==> src/rtl/aq_axis_pkg.sv <==
// Shared sizing helpers and default geometry for the AXI4-Stream width down-converter.
package aq_axis_pkg;

  function automatic int clog2(input int value);
    int result;
    result = 0;
    while ((1 << result) < value) result++;
    return result;
  endfunction

  localparam int DEF_OUT_W = 32;
  localparam int DEF_RATIO = 2;
  localparam int IN_W      = DEF_OUT_W * DEF_RATIO;
  localparam int IN_B      = IN_W / 8;
  localparam int OUT_B     = DEF_OUT_W / 8;
  localparam int LANE_W    = clog2(DEF_RATIO);

endpackage

==> src/rtl/aq_axis_lane_sel.sv <==
// Priority encoder over the pending-lane mask: picks the next lane to emit
// and reports whether any / exactly one lane is still pending.
module aq_axis_lane_sel #(
  parameter int RATIO     = 2,
  parameter int LANE_BITS = 1,
  parameter bit MSB_FIRST = 1'b0
) (
  input  logic [RATIO-1:0]     mask,
  output logic [LANE_BITS-1:0] lane,
  output logic                 any_pending,
  output logic                 one_pending
);

  always_comb begin
    lane        = '0;
    any_pending = |mask;
    one_pending = any_pending && ((mask & (mask - RATIO'(1))) == '0);
    // Last assignment wins, so the scan runs away from the preferred end.
    if (MSB_FIRST) begin
      for (int i = 0; i < RATIO; i++)
        if (mask[i]) lane = LANE_BITS'(i);
    end else begin
      for (int i = RATIO - 1; i >= 0; i--)
        if (mask[i]) lane = LANE_BITS'(i);
    end
  end

endmodule

==> src/rtl/aq_axis_dwidth_down.sv <==
// AXI4-Stream width down-converter: one wide beat is held and split into
// narrow sub-words, skipping null lanes, with a registered output stage.
module aq_axis_dwidth_down
  import aq_axis_pkg::*;
#(
  parameter int OUT_W     = DEF_OUT_W,
  parameter int RATIO     = DEF_RATIO,
  parameter bit SKIP_NULL = 1'b1,
  parameter bit MSB_FIRST = 1'b0
) (
  input  logic                         ARESETN,
  input  logic                         I_AXIS_TCLK,
  input  logic [OUT_W*RATIO-1:0]       I_AXIS_TDATA,
  input  logic                         I_AXIS_TVALID,
  output logic                         I_AXIS_TREADY,
  input  logic [OUT_W*RATIO/8-1:0]     I_AXIS_TSTRB,
  input  logic [OUT_W*RATIO/8-1:0]     I_AXIS_TKEEP,
  input  logic                         I_AXIS_TLAST,
  output logic                         O_AXIS_TCLK,
  output logic [OUT_W-1:0]             O_AXIS_TDATA,
  output logic                         O_AXIS_TVALID,
  input  logic                         O_AXIS_TREADY,
  output logic [OUT_W/8-1:0]           O_AXIS_TSTRB,
  output logic [OUT_W/8-1:0]           O_AXIS_TKEEP,
  output logic                         O_AXIS_TLAST
);

  localparam int IN_WIDTH  = OUT_W * RATIO;
  localparam int IN_BYTES  = IN_WIDTH / 8;
  localparam int OUT_BYTES = OUT_W / 8;
  localparam int LANE_BITS = clog2(RATIO);

  if (OUT_W % 8 != 0) begin : g_chk_out_w
    $error("aq_axis_dwidth_down: OUT_W must be a multiple of 8");
  end
  if (RATIO < 2) begin : g_chk_ratio
    $error("aq_axis_dwidth_down: RATIO must be at least 2");
  end

  logic [IN_WIDTH-1:0]  hold_data;
  logic [IN_BYTES-1:0]  hold_strb;
  logic [IN_BYTES-1:0]  hold_keep;
  logic                 hold_last;
  logic [RATIO-1:0]     hold_mask;

  logic [RATIO-1:0]     keep_mask;
  logic [RATIO-1:0]     in_mask;
  logic                 in_null;
  logic [LANE_BITS-1:0] next_lane;
  logic                 any_pending;
  logic                 one_pending;
  logic                 out_free;
  logic                 take_in;
  logic                 emit;

  aq_axis_lane_sel #(
    .RATIO     (RATIO),
    .LANE_BITS (LANE_BITS),
    .MSB_FIRST (MSB_FIRST)
  ) u_lane_sel (
    .mask        (hold_mask),
    .lane        (next_lane),
    .any_pending (any_pending),
    .one_pending (one_pending)
  );

  // A null last beat still has to deliver its TLAST, so it keeps one lane.
  always_comb begin
    keep_mask = '0;
    for (int i = 0; i < RATIO; i++)
      keep_mask[i] = |I_AXIS_TKEEP[i*OUT_BYTES +: OUT_BYTES];
    in_null = (keep_mask == '0);
    if (!SKIP_NULL)
      in_mask = '1;
    else if (in_null && I_AXIS_TLAST)
      in_mask = MSB_FIRST ? (RATIO'(1) << (RATIO - 1)) : RATIO'(1);
    else
      in_mask = keep_mask;
  end

  assign out_free      = !O_AXIS_TVALID || O_AXIS_TREADY;
  assign emit          = any_pending && out_free;
  assign I_AXIS_TREADY = ARESETN && (!any_pending || (one_pending && out_free));
  assign take_in       = I_AXIS_TVALID && I_AXIS_TREADY;
  assign O_AXIS_TCLK   = I_AXIS_TCLK;

  always_ff @(posedge I_AXIS_TCLK or negedge ARESETN) begin
    if (!ARESETN) begin
      hold_data     <= '0;
      hold_strb     <= '0;
      hold_keep     <= '0;
      hold_last     <= 1'b0;
      hold_mask     <= '0;
      O_AXIS_TDATA  <= '0;
      O_AXIS_TSTRB  <= '0;
      O_AXIS_TKEEP  <= '0;
      O_AXIS_TLAST  <= 1'b0;
      O_AXIS_TVALID <= 1'b0;
    end else begin
      if (emit) begin
        O_AXIS_TDATA  <= hold_data[int'(next_lane)*OUT_W +: OUT_W];
        O_AXIS_TSTRB  <= hold_strb[int'(next_lane)*OUT_BYTES +: OUT_BYTES];
        O_AXIS_TKEEP  <= hold_keep[int'(next_lane)*OUT_BYTES +: OUT_BYTES];
        O_AXIS_TLAST  <= hold_last && one_pending;
        O_AXIS_TVALID <= 1'b1;
      end else if (O_AXIS_TREADY) begin
        O_AXIS_TVALID <= 1'b0;
      end

      // A new beat is only accepted as the final pending lane leaves,
      // so its mask simply replaces the one being retired.
      if (take_in) begin
        hold_data <= I_AXIS_TDATA;
        hold_strb <= (SKIP_NULL && in_null) ? '0 : I_AXIS_TSTRB;
        hold_keep <= I_AXIS_TKEEP;
        hold_last <= I_AXIS_TLAST;
        hold_mask <= in_mask;
      end else if (emit) begin
        hold_mask[next_lane] <= 1'b0;
      end
    end
  end

endmodule
==> config.mk <==
export PLATFORM = sky130hd
export DESIGN_NAME = aq_axis_dwidth_down
export DESIGN_NICKNAME = d
export VERILOG_FILES = /design/src/rtl/aq_axis_pkg.sv /design/src/rtl/aq_axis_lane_sel.sv /design/src/rtl/aq_axis_dwidth_down.sv
export SDC_FILE = /design/constraint.sdc
export NUM_CORES = 1
export LEC_CHECK = 0
export CAP_MARGIN = 15
export CORE_MARGIN = 4
export CORE_UTILIZATION = 30
export CTS_CLUSTER_SIZE = 8
export DETAILED_ROUTE_END_ITERATION = 8
export PLACE_DENSITY = 0.63
export SETUP_SLACK_MARGIN = 0.15
export SYNTH_ARGS = -nofsm -noshare
export SYNTH_HDL_FRONTEND = slang
export SYNTH_SLANG_ARGS = --single-unit
export TNS_END_PERCENT = 30
==> constraint.sdc <==
create_clock -name I_AXIS_TCLK -period 3.2 [get_ports I_AXIS_TCLK]
set_clock_uncertainty 0.15 [all_clocks]
set_input_delay 0.64 -clock I_AXIS_TCLK [delete_from_list [all_inputs] [get_ports I_AXIS_TCLK]]
set_output_delay 0.64 -clock I_AXIS_TCLK [all_outputs]
set_load 0.1 [all_outputs]
* After elaboration in Yosys (flattened, before gate mapping)
Cells that the tools add are included.
** Word-level totals
- Flip-flop bits (word level) :: 125
- Output and inout bits :: 44
- Logic and storage cells :: 48
** Operators by class
- Bitwise gates (word level) :: 3
- $lt $le $gt $ge :: 2
- Mux-type cells :: 10
- Reductions and logical operators :: 19
- Add/subtract/negate cells :: 1
- Shift operators :: 3
** Operators by type and width (number)
- 64-bit by 7-bit indexed part select with 32-bit output :: 1
- 8-bit by 4-bit indexed part select with 4-bit output :: 2
- 1-bit logical AND :: 8
- 8-bit 2-to-1 mux :: 1
- 4-bit OR reduction :: 2
- 2-bit 2-to-1 mux :: 3
- 1-bit 2-to-1 mux :: 5
- 2-bit AND :: 2
- 2-bit zero test :: 2
- 2-bit nonzero test :: 2
- 1-bit zero test :: 2
- 1-bit logical OR :: 2
- 1-bit by 2-bit less-than comparator with 1-bit output, second input constant :: 1
- 2-bit NOT :: 1
- 2-bit OR reduction :: 1
- 2-bit by 1-bit subtractor with 2-bit output, second input constant :: 1
- 1-bit demux with 1-bit select :: 1
- 1-bit >= comparator, second input constant :: 1

* Depth between registers and ports, before layout
- Depth in word-level cells :: 10
- Depth in mapped cells :: 8
- Gate-level depth less buffers :: 6

* Hierarchy
From an unflattened synthesis, not the netlist that was laid out.
** Unflattened totals
- Cells, all modules :: 389
- Area total of the unflattened synthesis :: 5437.7 um2
** By module, submodules not included
- aq_axis_dwidth_down :: area an instance 5401.4 um2, instances 1, cells an instance 384
- aq_axis_lane_sel :: area an instance 36.3 um2, instances 1, cells an instance 5

==> impl_metrics.ini <==
[run_status]
status = complete, no violations

[finish]
utilization_pct = 41.9
final_cell_mix = dfrtp_1, clkdlybuf4s50_1, mux2_4, buf_4, nand2_1
drive_above_1_share_pct = 31.8
diodes = 0
syn_to_final_growth_pct = 37.5
num-nets-final = 604
layout_commonest_cell = dfrtp_1

[placed_design]
dp_hpwl_mm = 8.55
io_buffers = 128
dp_slack_ps = -130
gp_congestion = 0.769

[detailed_routing]
drc = 0
drtAntennaViolNets = 0
drt_iter0_drc = 85
wl_per_cell_um = 16.0
routed_wl_mm = 12.2
dr.pass1.iters = 4
vias = 3359
avgViaCountPerCell = 4.43

[floorplanning]
coreArea_um2 = 17900
die_w_um = 143
die_h_um = 143
ios = 129
num_rows = 49
start_util_pct = 30.5
die_area_um2 = 20400

[timing]
hold_viol_final = 0
maxSlewViolCount = 0
relSlewSlack_pct = 38.2
worst_slack_ps = 283
worst_pin_slew_ps = 927
finalSetupViolCount = 0
rsz0062_at_grt = no

[hold_path]
hp-class = input port to asynchronous set/reset pin

[worst_setup_path]
cp_max_fo = 2
cp_data_arrival_time_ps = 2130
reg2reg_depth = 7
cp-start-kind = clock port
endpoint_kind = primary output
worstPathRequired_ps = 2410
worstSetupPathType = clock port to primary output

[cts]
postCtsSetupBuffers = 0
cts_tree = built
worstSkewPairLatency_ps = 520
cts.clk_slew.worst_paths_ps = 60

[synth]
syn-instance-count = 380
syn_nets = 468
synth-seq-area-share_pct = 57.4
synthFlopType = dfrtp_1
syn_avg_cell_area_um2 = 14.3
netlist_area_um2 = 5450
async_flop_share_pct = 100
synth-seq-cells = 125
synth_edf_count = 0
yosysWarningCount = 0
ys_types = 22

[grt]
grt_max_degree = 74
grt_pass1_wl_mm = 19.9
grt_pass1_vias = 3746
overflow = 0
grt_usage_pct = 12.6
antenna_found_initial = 0

[job]
maxCapViolations = 0
==> kinds of logic (layout without fill, tap and decap cells) <==
kind of cell / after synthesis / in the layout / synth area share, %
compound gates: 52 / 52 / 5.42
simple gates: 58 / 58 / 5.21
buf+inv: 26 / 175 / 4.22
fa+ha+maj: 3 / 3 / 0.688
flops: 125 / 125 / 57.4
mux: 116 / 116 / 27.1
==> synth_stat cells, types with 2 or more instances <==
cell type / number / area (µm²)
nand2_1: 44 / 165
o21ai_0: 42 / 210
dfrtp_1: 125 / 3130
ha_1: 3 / 37.5
buf_12: 7 / 140
buf_1: 3 / 11.3
mux2i_1: 43 / 430
inv_1: 2 / 7.51
nand2b_1: 2 / 12.5
mux2_4: 60 / 901
a21o_1: 8 / 60.1
buf_2: 6 / 30.0
clkbuf_1: 5 / 18.8
mux2_2: 13 / 146
and4_1: 8 / 70.1
buf_4: 3 / 22.5
==> path summary, 6_finish.rpt <==
kind / startpoint / end / slack, ps
min in group I_AXIS_TCLK: O_AXIS_TDATA[20] / O_AXIS_TDATA[20] / 330
worst max-delay path: I_AXIS_TCLK / O_AXIS_TCLK / 280
worst min-delay path: ARESETN / hold_strb[0] / 110
max in group asynchronous: ARESETN / hold_data[52] / 2080
worst min register to register: O_AXIS_TDATA[20] / O_AXIS_TDATA[20] / 330
worst max register to register: hold_mask[0] / hold_data[57] / 780
==> state kept, by name, indices dropped and copies added, names as in the netlist <==
name	flops
hold_mask	2
O_AXIS_TVALID	1
hold_last	1
O_AXIS_TSTRB	4
hold_strb	8
hold_data	64
O_AXIS_TKEEP	4
hold_keep	8
O_AXIS_TDATA	32
O_AXIS_TLAST	1
==> stage by stage <==
| step | cell area, µm² | instances | hold slack (ps) | setup TNS (ps) |
|---|---|---|---|---|
| floorplan | 5450 | 380 | 194 | 0 |
| detailed placement | 6830 | 723 | 316 | -130 |
| global route | 7500 | 758 | 159 | 0 |
| CTS | 7500 | 758 | 121 | 0 |
| global placement | 6830 | 723 | 310 | -130 |
| finish | 7500 | 758 | 108 | 0 |
==> layout make-up <==
cell class              instances  area [µm²]
repair buffers                137        1300
well taps                     229         287
clock buffers                  25         561
multi-input cells             229        2100
inverters                       2        7.51
fillers                      1666       10400
flip-flops and latches        125        3130
clock inverters                11         115
==> worst max-delay path: stages <==
cell       delay [ps]
clkbuf_16         120
clkbuf_16         130
buf_2             280
==> routing by layer <==
layer	track usage [%]	share of wire, %
met3	4.12	5.2
met5	0	0
met4	5.00	1.3
met2	20.1	49
met1	16.0	44
==> what timing repair did <==
action / in CTS / in global routing
endpoints found under the setup margin: 1 / 0
gates resized for setup: 5 / 0
hold buffers: 0 / 0
Power is not shown: default switching activity piles up to over one toggle a cycle in this logic, so the estimate is an artifact.
==> variant 1 (config.mk and constraints unchanged) <==
`MSB_FIRST` is set to 1'b0 in 2 places; all go to 1'b1.
--- a/src/rtl/aq_axis_lane_sel.sv
+++ b/src/rtl/aq_axis_lane_sel.sv
@@ -5,3 +5,3 @@
   parameter int LANE_BITS = 1,
-  parameter bit MSB_FIRST = 1'b0
+  parameter bit MSB_FIRST = 1'b1
 ) (
--- a/src/rtl/aq_axis_dwidth_down.sv
+++ b/src/rtl/aq_axis_dwidth_down.sv
@@ -8,3 +8,3 @@
   parameter bit SKIP_NULL = 1'b1,
-  parameter bit MSB_FIRST = 1'b0
+  parameter bit MSB_FIRST = 1'b1
 ) (
Behaviour: not the same (Yosys sat finds a counterexample within 4 cycles, from zero or initial values and one cycle with ARESETN low).
==> variant 1 against the original RTL <==
- wire length decreased by 0.80%
- sequential cell count stayed put
- cell area hardly changed
- synthesized area is 0.25% lower
- via count decreased by 0.21%
- register-to-register slack gained 0.04 ns
- core utilization rose by 0.89 points
- highest routed layer unchanged
- setup slack lost 0.00095 ns
- die area fell by 0.24%
Power is left out: the tool's default activity adds up to more than one toggle a clock period on the data nets, which glitch-free logic cannot reach.
==> variant 1: results (changes against the original RTL) <==
{
  "proportion_of_layout_cells_with_a_drive_suffix_above_1": {"value": 0.310, "change": "-0.00710"},
  "largest_register_ffs": {"value": 64, "change": "unchanged"},
  "syn-num-nets": {"value": 466, "change": "-0.43%"},
  "drt_iter0_drc": {"value": 98, "change": "+15%"},
  "nNetsFinal": {"value": 599, "change": "-0.83%"},
  "placed_cells_incl_taps": {"value": 714, "change": "-1.2%"},
  "post_synthesis_share_of_cell_area_spent_on_xor_and_xnor_gates": {"value": 0, "change": "unchanged"},
  "vias_per_instance": {"value": 4.47, "change": "+0.86%"},
  "type_of_the_tightest_min_delay_check": {"value": "reg2reg"},
  "ys_seq_area_frac": {"value": 0.575, "change": "+0.00145"},
  "number_of_gates_given_a_new_drive_strength_after_cts": {"value": 5, "change": "unchanged"},
  "grt_first_pass_wirelength": {"value": 19600, "unit": "um", "change": "-1.3%"},
  "post_detailed_placement_half_perimeter_wirelength": {"value": 8210, "unit": "um", "change": "-4.0%"},
  "synth-compound-area-share": {"value": 0.0534, "change": "-0.000783"},
  "post_synth_most_frequent_cells": {"value": "125 x sky130_fd_sc_hd__dfrtp_1, 60 x sky130_fd_sc_hd__mux2_4, 45 x sky130_fd_sc_hd__nand2_1"},
  "pin_count_of_the_biggest_net_entering_global_routing": {"value": 58, "change": "-22%"},
  "max_slew.worst_pin.slew": {"value": 0.813, "unit": "ns", "change": "-0.114 ns"},
  "critical_path_peak_fanout": {"value": 2, "change": "unchanged"},
  "synth.avg_cell_area": {"value": 14.4, "unit": "sq um", "change": "about the same"},
  "worst_path_max_delay_cell": {"value": "sky130_fd_sc_hd__buf_2"},
  "result_of_the_run": {"value": "complete, no violations"},
  "adder_and_majority_cell_fraction_of_the_synthesized_area": {"value": 0.00460, "change": "-0.00228"},
  "first_global_vias": {"value": 3707, "change": "-1.0%"},
  "gr-usage-all-layers": {"value": 0.123, "change": "-0.00336"},
  "detail_route.wl_per_cell": {"value": 16.1, "unit": "um", "change": "+0.26%"},
  "post_synth_main_area_contributors": {"value": "sky130_fd_sc_hd__dfrtp_1 58%, sky130_fd_sc_hd__mux2_4 17%, sky130_fd_sc_hd__mux2i_1 7.9%"},
  "cts.hold.buffers_added": {"value": 1, "change": "+1"},
  "fill_cells": {"value": 1594, "change": "-4.3%"},
  "gp_routability_congestion": {"value": 0.808, "change": "+5.0%"},
  "dr_total_vias": {"value": 3352, "change": "-0.21%"},
  "yosys-mux-area-fraction": {"value": 0.272, "change": "+0.000686"}
}
-- variant 1: area by class of cell --
type                            instances  share of cell area
Clock buffer                           26              0.0752
Sequential cell                       125               0.417
Multi-Input combinational cell        228               0.278
Clock inverter                         10              0.0245
Timing Repair Buffer                  134               0.167
Tap cell                              225              0.0375
Inverter                                2             0.00100
-- variant 1: final timing paths --
check,slack [ns],start,to,cells past startpoint
setup / recovery,0.28,I_AXIS_TCLK,O_AXIS_TCLK,3
setup reg to reg,0.82,hold_mask[0]$_DFFE_PN0P_,hold_data[59]$_DFFE_PN0P_,7
min in group asynchronous,0.45,ARESETN,hold_mask[0]$_DFFE_PN0P_,2
hold / removal,0.32,hold_strb[7]$_DFFE_PN0P_,hold_strb[7]$_DFFE_PN0P_,1
hold reg to reg,0.32,hold_strb[7]$_DFFE_PN0P_,hold_strb[7]$_DFFE_PN0P_,1
max in group asynchronous,0.77,ARESETN,O_AXIS_TSTRB[3]$_DFFE_PN0P_,4
-- variant 1: metrics by stage --
| step | setup TNS, ns | hold slack, ns | area, sq um | setup WS [ns] |
|---|---|---|---|---|
| finish | 0 | 0.321 | 7500 | 0.282 |
| detailed placement | -0.130 | 0.315 | 6760 | -0.130 |
| floorplan | 0 | 0.194 | 5440 | 0.564 |
| global route | 0 | 0.338 | 7500 | 0.259 |
| CTS | 0 | 0.328 | 7500 | 0.274 |
| global placement | -0.130 | 0.308 | 6760 | -0.130 |
-- variant 1: layer usage --
metal | GRT usage | wire length (um) | share of wire
met4 | 0.0425 | 138 | 0.011
met3 | 0.0405 | 588 | 0.049
met5 | 0 | 0 | 0
met1 | 0.158 | 5450 | 0.45
met2 | 0.196 | 5890 | 0.49
==> variant 2 (same flow settings) <==
Made on the original files. Make the reset (`ARESETN`) synchronous in one clocked block.
--- a/src/rtl/aq_axis_dwidth_down.sv
+++ b/src/rtl/aq_axis_dwidth_down.sv
@@ -86,3 +86,3 @@
 
-  always_ff @(posedge I_AXIS_TCLK or negedge ARESETN) begin
+  always_ff @(posedge I_AXIS_TCLK) begin
     if (!ARESETN) begin
Formal check against the unedited RTL: differs if ARESETN is asserted again (counterexample within 4 cycles, from zero or initial values and one cycle with ARESETN low); with ARESETN held inactive, the same outputs for 10 cycles.
==> variant 2 against the original RTL <==
- sequential cell count unchanged
- first-iteration DRC count increased to 3.1 times the old value
- wire length increased by 12%
- synthesized area decreased by 7.0%
- setup slack about the same
- final cell count increased by 20%
- cell area decreased by 6.2%
- critical path depth unchanged
- critical path type unchanged
- critical endpoint unchanged
==> variant 2: results (changes against the original RTL) <==
{
  "setup.reg_to_reg.worst_slack": {"value": 1.05, "unit": "ns", "change": "+0.27 ns"},
  "nNetsFinal": {"value": 765, "change": "+27%"},
  "stdcell_count": {"value": 908, "change": "+20%"},
  "first_global_vias": {"value": 4443, "change": "+19%"},
  "number_of_gates_given_a_new_drive_strength_after_cts": {"value": 5, "change": "unchanged"},
  "detail_route.first_pass.iterations": {"value": 5, "change": "+1"},
  "grt_first_pass_wirelength": {"value": 22200, "unit": "um", "change": "+12%"},
  "comb_cell_power": {"value": 4.23, "unit": "mW"},
  "ys_seq_area_frac": {"value": 0.494, "change": "-0.0801"},
  "synth_flop_cell": {"value": "sky130_fd_sc_hd__dfxtp_1"},
  "crit-reg2reg-capture": {"value": "hold_strb[1]$_SDFFE_PN0P_"},
  "post-cts-setup-buffers": {"value": 0, "change": "unchanged"},
  "synthDistinctLibCells": {"value": 29, "change": "+32%"},
  "yosys-mux-area-fraction": {"value": 0.0809, "change": "-0.190"},
  "post_synth_most_frequent_cells": {"value": "127 x sky130_fd_sc_hd__nand2_1, 125 x sky130_fd_sc_hd__dfxtp_1, 74 x sky130_fd_sc_hd__nand3_1"},
  "clkPwrFrac": {"value": 0.245},
  "vias_per_instance": {"value": 4.91, "change": "+11%"},
  "detail_route.wl_per_cell": {"value": 15.0, "unit": "um", "change": "-6.7%"},
  "drt_iter0_drc": {"value": 260, "change": "+210%"},
  "placed_cells_incl_taps": {"value": 875, "change": "+21%"},
  "worst-r2r-cell-count": {"value": 7, "change": "unchanged"},
  "post_detailed_placement_half_perimeter_wirelength": {"value": 8910, "unit": "um", "change": "+4.3%"},
  "dpl_cell_area": {"value": 6390, "unit": "sq um", "change": "-6.5%"},
  "antenna_found_initial": {"value": 1, "change": "+1"},
  "worst_ir_drop_vdd": {"value": 0.000612, "unit": "V"},
  "critical_path_peak_fanout": {"value": 2, "change": "unchanged"},
  "max_slew_headroom": {"value": 0.338, "change": "-0.0442"},
  "pin_count_of_the_biggest_net_entering_global_routing": {"value": 97, "change": "+31%"},
  "gr-usage-all-layers": {"value": 0.143, "change": "+0.0172"},
  "syn-num-nets": {"value": 659, "change": "+41%"},
  "rr_startpoint": {"value": "hold_mask[0]$_SDFFE_PN0P_"},
  "result_of_the_run": {"value": "complete, no violations"},
  "gp_routability_congestion": {"value": 0.737, "change": "-4.3%"},
  "post_synth_main_area_contributors": {"value": "sky130_fd_sc_hd__dfxtp_1 49%, sky130_fd_sc_hd__nand2_1 9.4%, sky130_fd_sc_hd__mux2i_1 8.1%"},
  "adder_and_majority_cell_fraction_of_the_synthesized_area": {"value": 0.00740, "change": "+0.000520"},
  "async_flop_share": {"value": 0, "change": "-1.00"},
  "synthCells": {"value": 571, "change": "+50%"},
  "proportion_of_layout_cells_with_a_drive_suffix_above_1": {"value": 0.140, "change": "-0.178"},
  "synth-compound-area-share": {"value": 0.170, "change": "+0.116"},
  "min-delay-start": {"value": "hold_keep[5]$_SDFFE_PN0P_"},
  "power.share.switching": {"value": 0.468},
  "type_of_the_tightest_min_delay_check": {"value": "reg2reg"}
}
## variant 2: routing by layer
layer	track usage	vias to the layer above	routed length [um]
li1	-	2197	-
met1	0.179	2087	6250
met2	0.223	155	6200
met3	0.0480	21	870
met4	0.0707	2	262
met5	0	-	8
## variant 2: worst max-delay path, stage by stage
cell and delay (ns):
sky130_fd_sc_hd__clkbuf_16 0.12, sky130_fd_sc_hd__clkbuf_16 0.13, sky130_fd_sc_hd__buf_2 0.28
## variant 2: logic make-up after synthesis
| group | Yosys count |
|---|---|
| compound gates | 128 |
| flops | 125 |
| fa+ha+maj | 3 |
| buf+inv | 58 |
| mux | 41 |
| simple gates | 216 |
## variant 2: cell type report
class	instances	area, sq um
fillers	1631	9550
flip-flops and latches	125	2500
multi-input cells	388	2270
repair buffers	138	1310
clock buffers	26	564
well taps	220	275
clock inverters	8	90.1
inverters	3	11.3
## variant 2: worst max path at each step
stage,startpoint,endpoint,slack [ns],cells past startpoint
finish,I_AXIS_TCLK,O_AXIS_TCLK,0.28,3
global route,I_AXIS_TCLK,O_AXIS_TCLK,0.27,3
CTS,I_AXIS_TCLK,O_AXIS_TCLK,0.28,3
detailed placement,I_AXIS_TCLK,O_AXIS_TCLK,-0.13,1
global placement,I_AXIS_TCLK,O_AXIS_TCLK,-0.13,1
floorplan,O_AXIS_TVALID$_SDFFE_PN0P_,I_AXIS_TREADY,0.57,4
## variant 2: metrics by stage
stage	hold slack (ns)	setup WS [ns]	util
4_1_cts	0.297	0.276	0.424
6_report	0.295	0.283	0.424
3_3_place_gp	0.285	-0.130	0.385
5_1_grt	0.311	0.274	0.424
3_5_place_dp	0.289	-0.130	0.385
2_1_floorplan	0.278	0.572	-
